===== src/rtl/apb_sram_ctrl_pkg.sv =====
// Shared types, default sizes and address check for the APB-to-SRAM front-end.
// Used by apb_sram_ctrl_if and apb_sram_ctrl.
package apb_sram_pkg;

    localparam int DATAWIDTH = 32;
    localparam int ADDRWIDTH = 32;
    localparam int RAM_DEPTH = 128;

    typedef enum logic [2:0] {
        IDLE,
        W_ACC,
        R_REQ,
        R_DONE,
        ERR
    } state_t;

    // True when a byte address is word aligned and falls inside a depth-word SRAM.
    function automatic logic addr_ok(input logic [63:0] paddr, input int unsigned depth);
        return (paddr < (64'(depth) * 64'd4)) && (paddr[1:0] == 2'b00);
    endfunction

endpackage


===== src/rtl/apb_sram_ctrl_if.sv =====
// APB3 bus bundle between the interconnect (master) and apb_sram_ctrl (slave).
interface apb_sram_ctrl_if #(
    parameter int DATAWIDTH = apb_sram_pkg::DATAWIDTH,
    parameter int ADDRWIDTH = apb_sram_pkg::ADDRWIDTH
) ();
    import apb_sram_pkg::*;

    logic                 psel;
    logic                 penable;
    logic                 pwrite;
    logic [ADDRWIDTH-1:0] paddr;
    logic [DATAWIDTH-1:0] pwdata;
    logic [DATAWIDTH-1:0] prdata;
    logic                 pready;
    logic                 pslverr;

    modport master (
        output psel, penable, pwrite, paddr, pwdata,
        input  prdata, pready, pslverr
    );

    modport slave (
        input  psel, penable, pwrite, paddr, pwdata,
        output prdata, pready, pslverr
    );

endinterface


===== src/rtl/apb_sram_ctrl.sv =====
// APB3 slave driving a single-port SRAM: zero-wait writes, one-wait reads.
// Optional slave-error checking of out-of-range / misaligned addresses under APB_SLVERR_EN.
module apb_sram_ctrl #(
    parameter int  DATAWIDTH = apb_sram_pkg::DATAWIDTH,
    parameter int  ADDRWIDTH = apb_sram_pkg::ADDRWIDTH,
    parameter int  RAM_DEPTH = apb_sram_pkg::RAM_DEPTH,
    localparam int RAM_AW    = $clog2(RAM_DEPTH)
) (
    input  logic                 clk,
    input  logic                 rst,
    apb_sram_ctrl_if.slave       bus,
    output logic                 ram_sel,
    output logic                 ram_we,
    output logic [RAM_AW-1:0]    ram_addr,
    output logic [DATAWIDTH-1:0] ram_wdata,
    input  logic [DATAWIDTH-1:0] ram_rdata
);
    import apb_sram_pkg::*;

    state_t            state_q;
    state_t            state_d;
    logic              setup;
    logic              addr_err;
    logic              sel_d;
    logic              we_d;
    logic [RAM_AW-1:0] word_idx;

    assign setup    = bus.psel & ~bus.penable;
    assign word_idx = bus.paddr[RAM_AW+1:2];

`ifdef APB_SLVERR_EN
    logic err_q;

    assign addr_err    = ~addr_ok(64'(bus.paddr), RAM_DEPTH);
    assign bus.pslverr = (state_q == ERR) & err_q;

    always_ff @(posedge clk) begin
        if (rst) begin
            err_q <= 1'b0;
        end else if (state_q == IDLE && setup) begin
            err_q <= addr_err;
        end
    end
`else
    // Upper and byte-lane address bits are deliberately dropped: addresses alias.
    logic unused_paddr;

    assign unused_paddr = ^{bus.paddr[ADDRWIDTH-1:RAM_AW+2], bus.paddr[1:0]};
    assign addr_err     = 1'b0;
    assign bus.pslverr  = 1'b0;
`endif

    // NOTE: every always_comb output gets a default first so no path infers a latch.
    always_comb begin
        state_d = state_q;
        sel_d   = 1'b0;
        we_d    = 1'b0;
        case (state_q)
            IDLE: begin
                if (setup) begin
                    if (addr_err) begin
                        state_d = ERR;
                    end else begin
                        sel_d   = 1'b1;
                        we_d    = bus.pwrite;
                        state_d = bus.pwrite ? W_ACC : R_REQ;
                    end
                end
            end
            // A master dropping psel mid-read abandons it; the data phase is skipped.
            R_REQ:   state_d = bus.psel ? R_DONE : IDLE;
            W_ACC:   state_d = IDLE;
            R_DONE:  state_d = IDLE;
            default: state_d = IDLE;
        endcase
    end

    // NOTE: sequential state uses non-blocking assignments so all registers update together.
    always_ff @(posedge clk) begin
        if (rst) begin
            state_q   <= IDLE;
            ram_sel   <= 1'b0;
            ram_we    <= 1'b0;
            ram_addr  <= '0;
            ram_wdata <= '0;
        end else begin
            state_q <= state_d;
            ram_sel <= sel_d;
            ram_we  <= we_d;
            if (state_q == IDLE && setup) begin
                ram_addr  <= word_idx;
                ram_wdata <= bus.pwdata;
            end
        end
    end

    // Response is decoded from state; read data passes straight through from the SRAM.
    assign bus.pready = (state_q == W_ACC) || (state_q == R_DONE) || (state_q == ERR);
    assign bus.prdata = (state_q == R_DONE) ? ram_rdata : '0;

endmodule


===== src/flat_wrapper.sv =====
// flat-port wrapper written by rule: the top's interface ports become plain ports
module apb_sram_ctrl_flat import apb_sram_pkg::*;
#(
    parameter int  DATAWIDTH = apb_sram_pkg::DATAWIDTH,
    parameter int  ADDRWIDTH = apb_sram_pkg::ADDRWIDTH,
    parameter int  RAM_DEPTH = apb_sram_pkg::RAM_DEPTH,
    localparam int RAM_AW    = $clog2(RAM_DEPTH)
)
  (clk, rst, ram_sel, ram_we, ram_addr, ram_wdata, ram_rdata, bus_psel, bus_penable, bus_pwrite, bus_paddr, bus_pwdata, bus_prdata, bus_pready, bus_pslverr);
  apb_sram_ctrl_if #(.DATAWIDTH(DATAWIDTH), .ADDRWIDTH(ADDRWIDTH)) bus_i ();
  input  logic clk;
  input  logic rst;
  output logic ram_sel;
  output logic ram_we;
  output logic [RAM_AW-1:0] ram_addr;
  output logic [DATAWIDTH-1:0] ram_wdata;
  input  logic [DATAWIDTH-1:0] ram_rdata;
  input wire logic [$bits(bus_i.psel)-1:0] bus_psel;
  input wire logic [$bits(bus_i.penable)-1:0] bus_penable;
  input wire logic [$bits(bus_i.pwrite)-1:0] bus_pwrite;
  input wire logic [$bits(bus_i.paddr)-1:0] bus_paddr;
  input wire logic [$bits(bus_i.pwdata)-1:0] bus_pwdata;
  output wire logic [$bits(bus_i.prdata)-1:0] bus_prdata;
  output wire logic [$bits(bus_i.pready)-1:0] bus_pready;
  output wire logic [$bits(bus_i.pslverr)-1:0] bus_pslverr;
  assign bus_i.psel = bus_psel;
  assign bus_i.penable = bus_penable;
  assign bus_i.pwrite = bus_pwrite;
  assign bus_i.paddr = bus_paddr;
  assign bus_i.pwdata = bus_pwdata;
  assign bus_prdata = bus_i.prdata;
  assign bus_pready = bus_i.pready;
  assign bus_pslverr = bus_i.pslverr;
  apb_sram_ctrl #(.DATAWIDTH(DATAWIDTH), .ADDRWIDTH(ADDRWIDTH), .RAM_DEPTH(RAM_DEPTH)) u_core (.clk(clk), .rst(rst), .bus(bus_i), .ram_sel(ram_sel), .ram_we(ram_we), .ram_addr(ram_addr), .ram_wdata(ram_wdata), .ram_rdata(ram_rdata));
endmodule

===== config.mk =====
export PLATFORM = sky130hd
export DESIGN_NAME = apb_sram_ctrl_flat
export DESIGN_NICKNAME = d
export VERILOG_FILES = /design/src/rtl/apb_sram_ctrl_pkg.sv /design/src/rtl/apb_sram_ctrl_if.sv /design/src/rtl/apb_sram_ctrl.sv /design/src/flat_wrapper.sv
export SDC_FILE = /design/constraint.sdc
export NUM_CORES = 1
export LEC_CHECK = 0
export ABC_AREA = 1
export BUFFER_PORTS_ARGS = -buffer_cell sky130_fd_sc_hd__buf_2
export CORE_MARGIN = 4
export CORE_UTILIZATION = 42
export DETAILED_ROUTE_END_ITERATION = 8
export PLACE_DENSITY = 0.84
export SLEW_MARGIN = 20
export SYNTH_ARGS = -nofsm -noshare
export SYNTH_HDL_FRONTEND = slang
export SYNTH_SLANG_ARGS = --single-unit
export TNS_END_PERCENT = 20

===== constraint.sdc =====
create_clock -name clk -period 2.71 [get_ports clk]
set_clock_uncertainty 0.1 [all_clocks]
set_input_delay 0.4065 -clock clk [delete_from_list [all_inputs] [get_ports clk]]
set_output_delay 0.4065 -clock clk [all_outputs]
set_load 0.01 [all_outputs]

Yosys cells after proc, flatten, opt, wreduce, memory -nomap -nowiden --
Cells that the tools add are included.
Storage, ports and cells: word-level logic and storage cells 26, output and inout port bits 75, register bits after elaboration 44, bits of input ports 101
Cells by class: muxes and demuxes 6, eq/ne operators 5, reduce and logical (&&, ||, !) cells 6, bitwise operators 4
Operator list (number):
- 32-bit two-way mux | 1
- 3-bit by 2-bit == test with 1-bit output, second input constant | 2
- 3-bit one-hot mux with 2 select lines | 1
- 2-bit two-way mux | 2
- 3-bit by 1-bit == test with 1-bit output, second input constant | 1
- 3-bit == test, second input constant | 1
- 3-bit zero test | 1
- 3-bit two-way mux | 1
- 1-bit inverter | 3
- 3-bit OR reduction | 1
- 1-bit logical OR | 2
- 2-bit by 1-bit inequality test with 1-bit output, second input constant | 1
- 2-bit OR reduction | 1
- 1-bit bitwise AND | 1
- 1-bit logical AND | 1
- 1-bit two-way mux | 1

Depth between registers and ports, before layout --
Gate-level depths: netlist of the first run.
depth after elaboration 4, mapped depth 6, mapped depth without buffers 5

Least setup slack after synthesis of the first run --
OpenSTA, ideal clock, no wires.
path kind register to output, start register u_core.state_q[0], end output bus_prdata[0], cell stages (with the launch flop) 4, required time 2.204 ns, arrival 0.879 ns, setup slack 1.324 ns, cells stage by stage dfxtp_1 -> nand2_1 -> clkbuf_1 -> nor2_1
On the way: word-level cells in the longest chain between the ends 2
RTL lines:
- from (decl) | RTL line apb_sram_ctrl.sv:20 | state_t state_q;
- from (signal assigned) | RTL line apb_sram_ctrl.sv:87 | state_q <= state_d;
- 3-bit by 2-bit == test with 1-bit output | RTL line apb_sram_ctrl.sv:99 | assign bus.prdata = (state_q == R_DONE) ? ram_rdata : '0;
- 32-bit two-way mux | RTL line apb_sram_ctrl.sv:99
- to (decl) | RTL line flat_wrapper.sv:23 | output wire logic [$bits(bus_i.prdata)-1:0] bus_prdata;
Every way passes these cells.

Worst setup path in the final report of the first run --
start register u_core.state_q[0], end output bus_prdata[24]
The elaborated chain is that of the path after synthesis.

==> reports/results.tsv, run 1 <==
metric	value	unit
Synth Area in Adders	0	
hold crit path type	input port to flip-flop	
Gates resized, CTS repair	0	
Period minus WS final	2.15	ns
asr flop ratio synth	0	
initial antenna violation count	0	
Post-Synth Simple-Gate Area	0.316	
global-route wire length before repair	9450	microns
Leakage	1.93	nW
Die ar.	6350	sq um
core area	4850	sq um
Critical Path RT	2.20	ns
commonest register cell after synthesis	dfxtp_1	
hold buffers post-CTS	0	
CTS Buf Count	5	
Max Clk Rate	0.464	GHz
total wire length	5970	microns
flop and latch count out of synthesis	43	
Final nets	586	
Area Overhead vs Synth	39.3	%
num rows	25	
cells after synthesis	348	
Total Neg Setup Slack	0	ns
post-synth cell types	17	
compound-cell area share of the yosys netlist	0.0928	
DRC	0	
H-tree depth	2	
worst vdd ir	351	uV
Synth area leader	dfxtp_1	
status	completed	
Reg clk slew, reported paths	0.08	ns
drt pass-1 iters	4	
clock latency on the worst-skew pair	0.28	ns
Post-Syn Area	2160	sq um
crit end category	primary output	
total clock sinks	43	
final core utilization	0.620	
I/O pin total	176	
Synthesized Nets	449	
CTS Root Cell	clkbuf_8	
Final Hold Viols	0	
Max Cap Viol	0	
largest net degree at the start of global routing	48	
DP HPWL	4580	microns
Max FO, Critical Path	32	
fin crit share	0.795	
setup bufs post-CTS	0	
synth warn	0	
drt initial violations	111	
clock network fraction of design power	0.301	
Worst Path Arrival	1.65	ns
Vias	2415	
Power Density	482	nW/um^2
vias in the first global route	2183	
Switch Pwr	0.404	mW
Sequential Power Share	0.485	
Slew @ Worst Pin	0.895	ns
Area after DPL	2910	sq um
Die Width	79.7	microns
# fillers	468	
design area	3010	sq um
RSZ-0062 raised after global routing	false	
proportion of synthesized area in mux cells	0	
DRT antenna net count	0	
Post-Synth XOR/XNOR Area	0	
Sw Ratio	0.279	
average size of a mapped cell	6.20	sq um
Max Slew Vio Count	0	
EDFF count, synth	0	
drt wl/cell	10.8	microns
top cell type's share of synthesized area	0.399	
Starting Density	0.445	
Slew HR	0.402	
Cell Int Power	1.05	mW
most frequent cell after synthesis	inv_1	
largest family of logic cells by synthesized area	simple AND/OR/NAND/NOR gates	
GP Congestion	0.726	
most frequent cells after synthesis	75 x inv_1, 74 x nor2_1, 46 x nand2_1, 43 x dfxtp_1	
clock tree buffer depth	2	
final global-route overflow total	0	
Die Ht	79.7	microns
register area share after synthesis	0.399	
CP Launch Type	flip-flop	
final setup vio count	0	
drt via density	4.37	
dominant cells by area after synthesis	dfxtp_1 40%, inv_1 13%, nor2_1 13%	
combinational share of power	0.214	
ant diodes	0	
Global Route Usage Sum	0.184	
port bufs	149	
CTS tree	yes	
layout cell share with drive strength beyond 1	0.340	
critical setup path kind	flip-flop to primary output	
## placed cells by master (no fill, tap or decap)
master	Yosys	routed
a21oi_1	39	39
buf_2	14	149
buf_4	2	6
clkbuf_1	4	1
clkbuf_8	0	7
conb_1	1	1
dfxtp_1	43	43
inv_1	75	75
inv_2	1	1
nand2_1	46	46
nand3_1	39	39
nand3b_1	1	1
nor2_1	74	74
nor2_4	2	2
nor3_1	1	1
o21ai_0	1	1
## critical path, cell delays in order (launching register included)
cell	delay, ns
dfxtp_1	0.41
nand2_1	0.54
nor2_1	0.26
buf_2	0.16
## flip-flops by register name, summed over array words and instances (netlist names)
register	cells
u_core.ram_addr	7
u_core.ram_sel	1
u_core.ram_wdata	32
u_core.ram_we	1
u_core.state_q	2
## metrics by stage
step	hold WS, ns	std cells	power, mW	worst slack, ns
6_report	0.206	553	1.45	0.556
5_1_grt	0.195	553	1.54	0.303
4_1_cts	0.189	553	1.47	0.516
3_5_place_dp	0.363	545	1.03	0.837
3_3_place_gp	0.355	545	1.02	0.886
2_1_floorplan	0.379	348	0.906	1.32
## power by group through the flow
stage	combinational [mW]	sequential, mW	clock, mW
after floorplan	0.167	0.738	0
after global placement	0.307	0.716	0
after detailed placement	0.314	0.718	0
after CTS	0.314	0.704	0.455
after global routing	0.352	0.710	0.482
final	0.310	0.704	0.436
## logic make-up after synthesis
group | count (synthesis)
compound gates | 40
buf+inv | 101
flops | 43
other cells | 1
simple gates | 163
## per-layer routing
| layer | track usage | share of wire | vias up | wire [microns] |
|---|---|---|---|---|
| met2 | 0.336 | 0.48 | 103 | 2880 |
| met5 | 0 | 0 | - | 0 |
| met4 | 0.0670 | 0.015 | 0 | 91 |
| met1 | 0.198 | 0.40 | 1005 | 2370 |
| met3 | 0.0576 | 0.11 | 9 | 636 |
| li1 | - | - | 1298 | - |
## final timing paths
check / startpoint / to / depth (start not counted) / slack, ns
setup / recovery: u_core.state_q[0]$_SDFFE_PP0P_ / bus_prdata[24] / 3 / 0.56
hold / removal: rst / u_core.ram_sel$_SDFF_PP0_ / 2 / 0.21
setup reg to reg: u_core.state_q[1]$_SDFFE_PP0P_ / u_core.ram_we$_SDFF_PP0_ / 4 / 0.98
hold reg to reg: u_core.ram_wdata[27]$_SDFFE_PP0P_ / u_core.ram_wdata[27]$_SDFFE_PP0P_ / 2 / 0.38
## final cells by class
type,count,area [sq um],share of cell area
inverters,76,285,0.0949
flip-flops and latches,43,861,0.286
well taps,67,83.8,0.0279
multi-input cells,204,885,0.294
repair buffers,155,791,0.263
clock buffers,8,100,0.0333
No activity file was read; power rests on OpenSTA's default activity.
==> run 2, diff against run 1 <==
Settings changed: CORE_UTILIZATION 42 to 39, PLACE_DENSITY 0.84 to 0.78.
Clock period 2.71 ns to 2 ns, I/O delays scaled along.
==> run 2 against run 1 <==
Effect of this change: register-to-register slack lost 0.24 ns; non-clock buffer count grew 1; via count about the same; clock power up 35%; largest cell class unchanged; largest power group unchanged.
==> reports/results.tsv, run 2 (synthesis results as in run 1) <==
metric	value	unit	change
status	completed		unchanged
RSZ-0062 raised after global routing	false		unchanged
H-tree depth	2		unchanged
hold crit path type	input port to flip-flop		unchanged
Die ar.	6780	sq um	was 6350 sq um
Power Density	649	nW/um^2	was 482 nW/um^2
Hold EP	u_core.ram_sel$_SDFF_PP0_		unchanged
crit end category	primary output		unchanged
# fillers	525		was 468
vias in the first global route	2140		was 2183
drt via density	4.34		was 4.37
worst reg2reg path depth	5		was 4
CTS Buf Count	5		unchanged
port bufs	149		unchanged
GP Congestion	0.689		was 0.726
crit-path cells	nand2_1 > buf_4 > nor2_1 > buf_2		was nand2_1 > nor2_1 > buf_2
most common cell after layout, fill and taps aside	buf_2		unchanged
Total Neg Setup Slack	0	ns	unchanged
hold_sp	rst		unchanged
Starting Density	0.412		was 0.445
Layout Cells excl Fill	557		was 553
hold buffers post-CTS	0		unchanged
max reg flops	32		unchanged
final global-route overflow total	0		unchanged
clock latency on the worst-skew pair	0.28	ns	about the same
Max FO, Critical Path	32		unchanged
most frequent cells in the layout	149 x buf_2, 75 x inv_1, 74 x nor2_1, 46 x nand2_1, 43 x dfxtp_1		unchanged
num rows	26		was 25
worst vdd ir	442	uV	was 351 uV
Worst Path Arrival	1.26	ns	was 1.65 ns
Area Overhead vs Synth	40.4	%	was 39.3%
final core utilization	0.578		was 0.620
drt wl/cell	10.5	microns	was 10.8 microns
Global Route Usage Sum	0.162		was 0.184
CP max stage cell	dfxtp_1		was nand2_1
final setup vio count	0		unchanged
DP HPWL	4360	microns	was 4580 microns
# placed instances	549		was 545
total wire length	5840	microns	was 5970 microns
ant diodes	0		unchanged
Die Ht	82.4	microns	was 79.7 microns
CTS tree	yes		unchanged
core area	5240	sq um	was 4850 sq um
Vias	2416		was 2415
DRC	0		unchanged
worst path buffer plus inverter count	2		was 1
reg-to-reg startpoint	u_core.state_q[1]$_SDFFE_PP0P_		unchanged
Period minus WS final	1.66	ns	
clock tree buffer depth	2		unchanged
biggest regs	u_core.ram_wdata x32, u_core.ram_addr x7, u_core.state_q x2		unchanged
largest net degree at the start of global routing	83		was 48
Max Clk Rate	0.604	GHz	
Critical Path RT	1.60	ns	was 2.20 ns
drt pass-1 iters	4		unchanged
global-route wire length before repair	8760	microns	was 9450 microns
Reg clk slew, reported paths	0.08	ns	about the same
layout cell share with drive strength beyond 1	0.341		was 0.340
Pwr Total	1.97	mW	was 1.45 mW
CP Launch Type	flip-flop		unchanged
CP delay by family, top	flip-flops		was simple AND/OR/NAND/NOR gates
hold path depth	2		unchanged
Max Slew Vio Count	0		unchanged
largest reg by FF count	u_core.ram_wdata		unchanged
slowest cell delay on critical path	0.42	ns	was 0.54 ns
Max Cap Viol	0		unchanged
DRT antenna net count	0		unchanged
RR Endpoint	u_core.state_q[0]$_SDFFE_PP0P_		was u_core.ram_we$_SDFF_PP0_
setup bufs post-CTS	0		unchanged
I/O pin total	176		unchanged
Leakage	1.95	nW	was 1.93 nW
total clock sinks	43		unchanged
critical setup path kind	flip-flop to primary output		unchanged
CTS Root Cell	clkbuf_8		unchanged
Final nets	587		was 586
setup slack, reg-to-reg	0.74	ns	was 0.98 ns
initial antenna violation count	0		unchanged
fin crit share	0.828		
Die Width	82.4	microns	was 79.7 microns
Final Hold Viols	0		unchanged
Gates resized, CTS repair	0		unchanged
drt initial violations	58		was 111
[run 2: cell types whose count changed in the layout (fill, tap and decap cells not counted), sizes merged]
cell | previous run | this run
buf | 155 | 156
[run 2: cell type report]
cell class              count  area, sq um  area share
clock buffers               8          100      0.0330
inverters                  76          285      0.0942
multi-input cells         204          885       0.292
flip-flops and latches     43          861       0.284
well taps                  70         87.6      0.0289
repair buffers            156          811       0.268
[run 2: worst max-delay path by stage]
stage | startpoint | depth (start not counted) | slack (ns) | end
6_report | u_core.state_q[0]$_SDFFE_PP0P_ | 4 | 0.34 | bus_prdata[0]
3_3_place_gp | u_core.state_q[0]$_SDFFE_PP0P_ | 4 | 0.65 | bus_prdata[25]
4_1_cts | u_core.state_q[0]$_SDFFE_PP0P_ | 4 | 0.31 | bus_prdata[25]
2_1_floorplan | u_core.state_q[0]$_SDFFE_PP0P_ | 3 | 0.72 | bus_prdata[0]
5_1_grt | u_core.state_q[0]$_SDFFE_PP0P_ | 4 | 0.23 | bus_prdata[17]
3_5_place_dp | u_core.state_q[0]$_SDFFE_PP0P_ | 4 | 0.64 | bus_prdata[25]
[run 2: through the flow]
| step | setup WS [ns] | instance area, sq um | hold WS [ns] |
|---|---|---|---|
| after detailed placement | 0.637 | 2930 | 0.362 |
| after floorplan | 0.721 | 2160 | 0.272 |
| after global placement | 0.652 | 2930 | 0.357 |
| after CTS | 0.314 | 3030 | 0.0919 |
| after global routing | 0.227 | 3030 | 0.105 |
| final | 0.344 | 3030 | 0.107 |
[run 2: worst register-to-register path, cell delays in order, from the launching register on]
cell and delay (ns):
dfxtp_1 0.35, nor2_4 0.13, buf_12 0.29, o21ai_0 0.16, nand2_1 0.10, nor2_1 0.05
[run 2: power breakdown]
group          total, mW  switching [mW]  leakage [nW]  internal [mW]
Clock              0.590           0.275        0.0515          0.315
Sequential         0.952          0.0321         0.354          0.920
Combinational      0.425           0.240          1.54          0.185
[run 2: per-layer routing]
| layer | wire length [microns] | global-route usage |
|---|---|---|
| met3 | 688 | 0.0510 |
| met5 | 0 | 0 |
| met4 | 63 | 0.0465 |
| met1 | 2290 | 0.159 |
| met2 | 2790 | 0.319 |
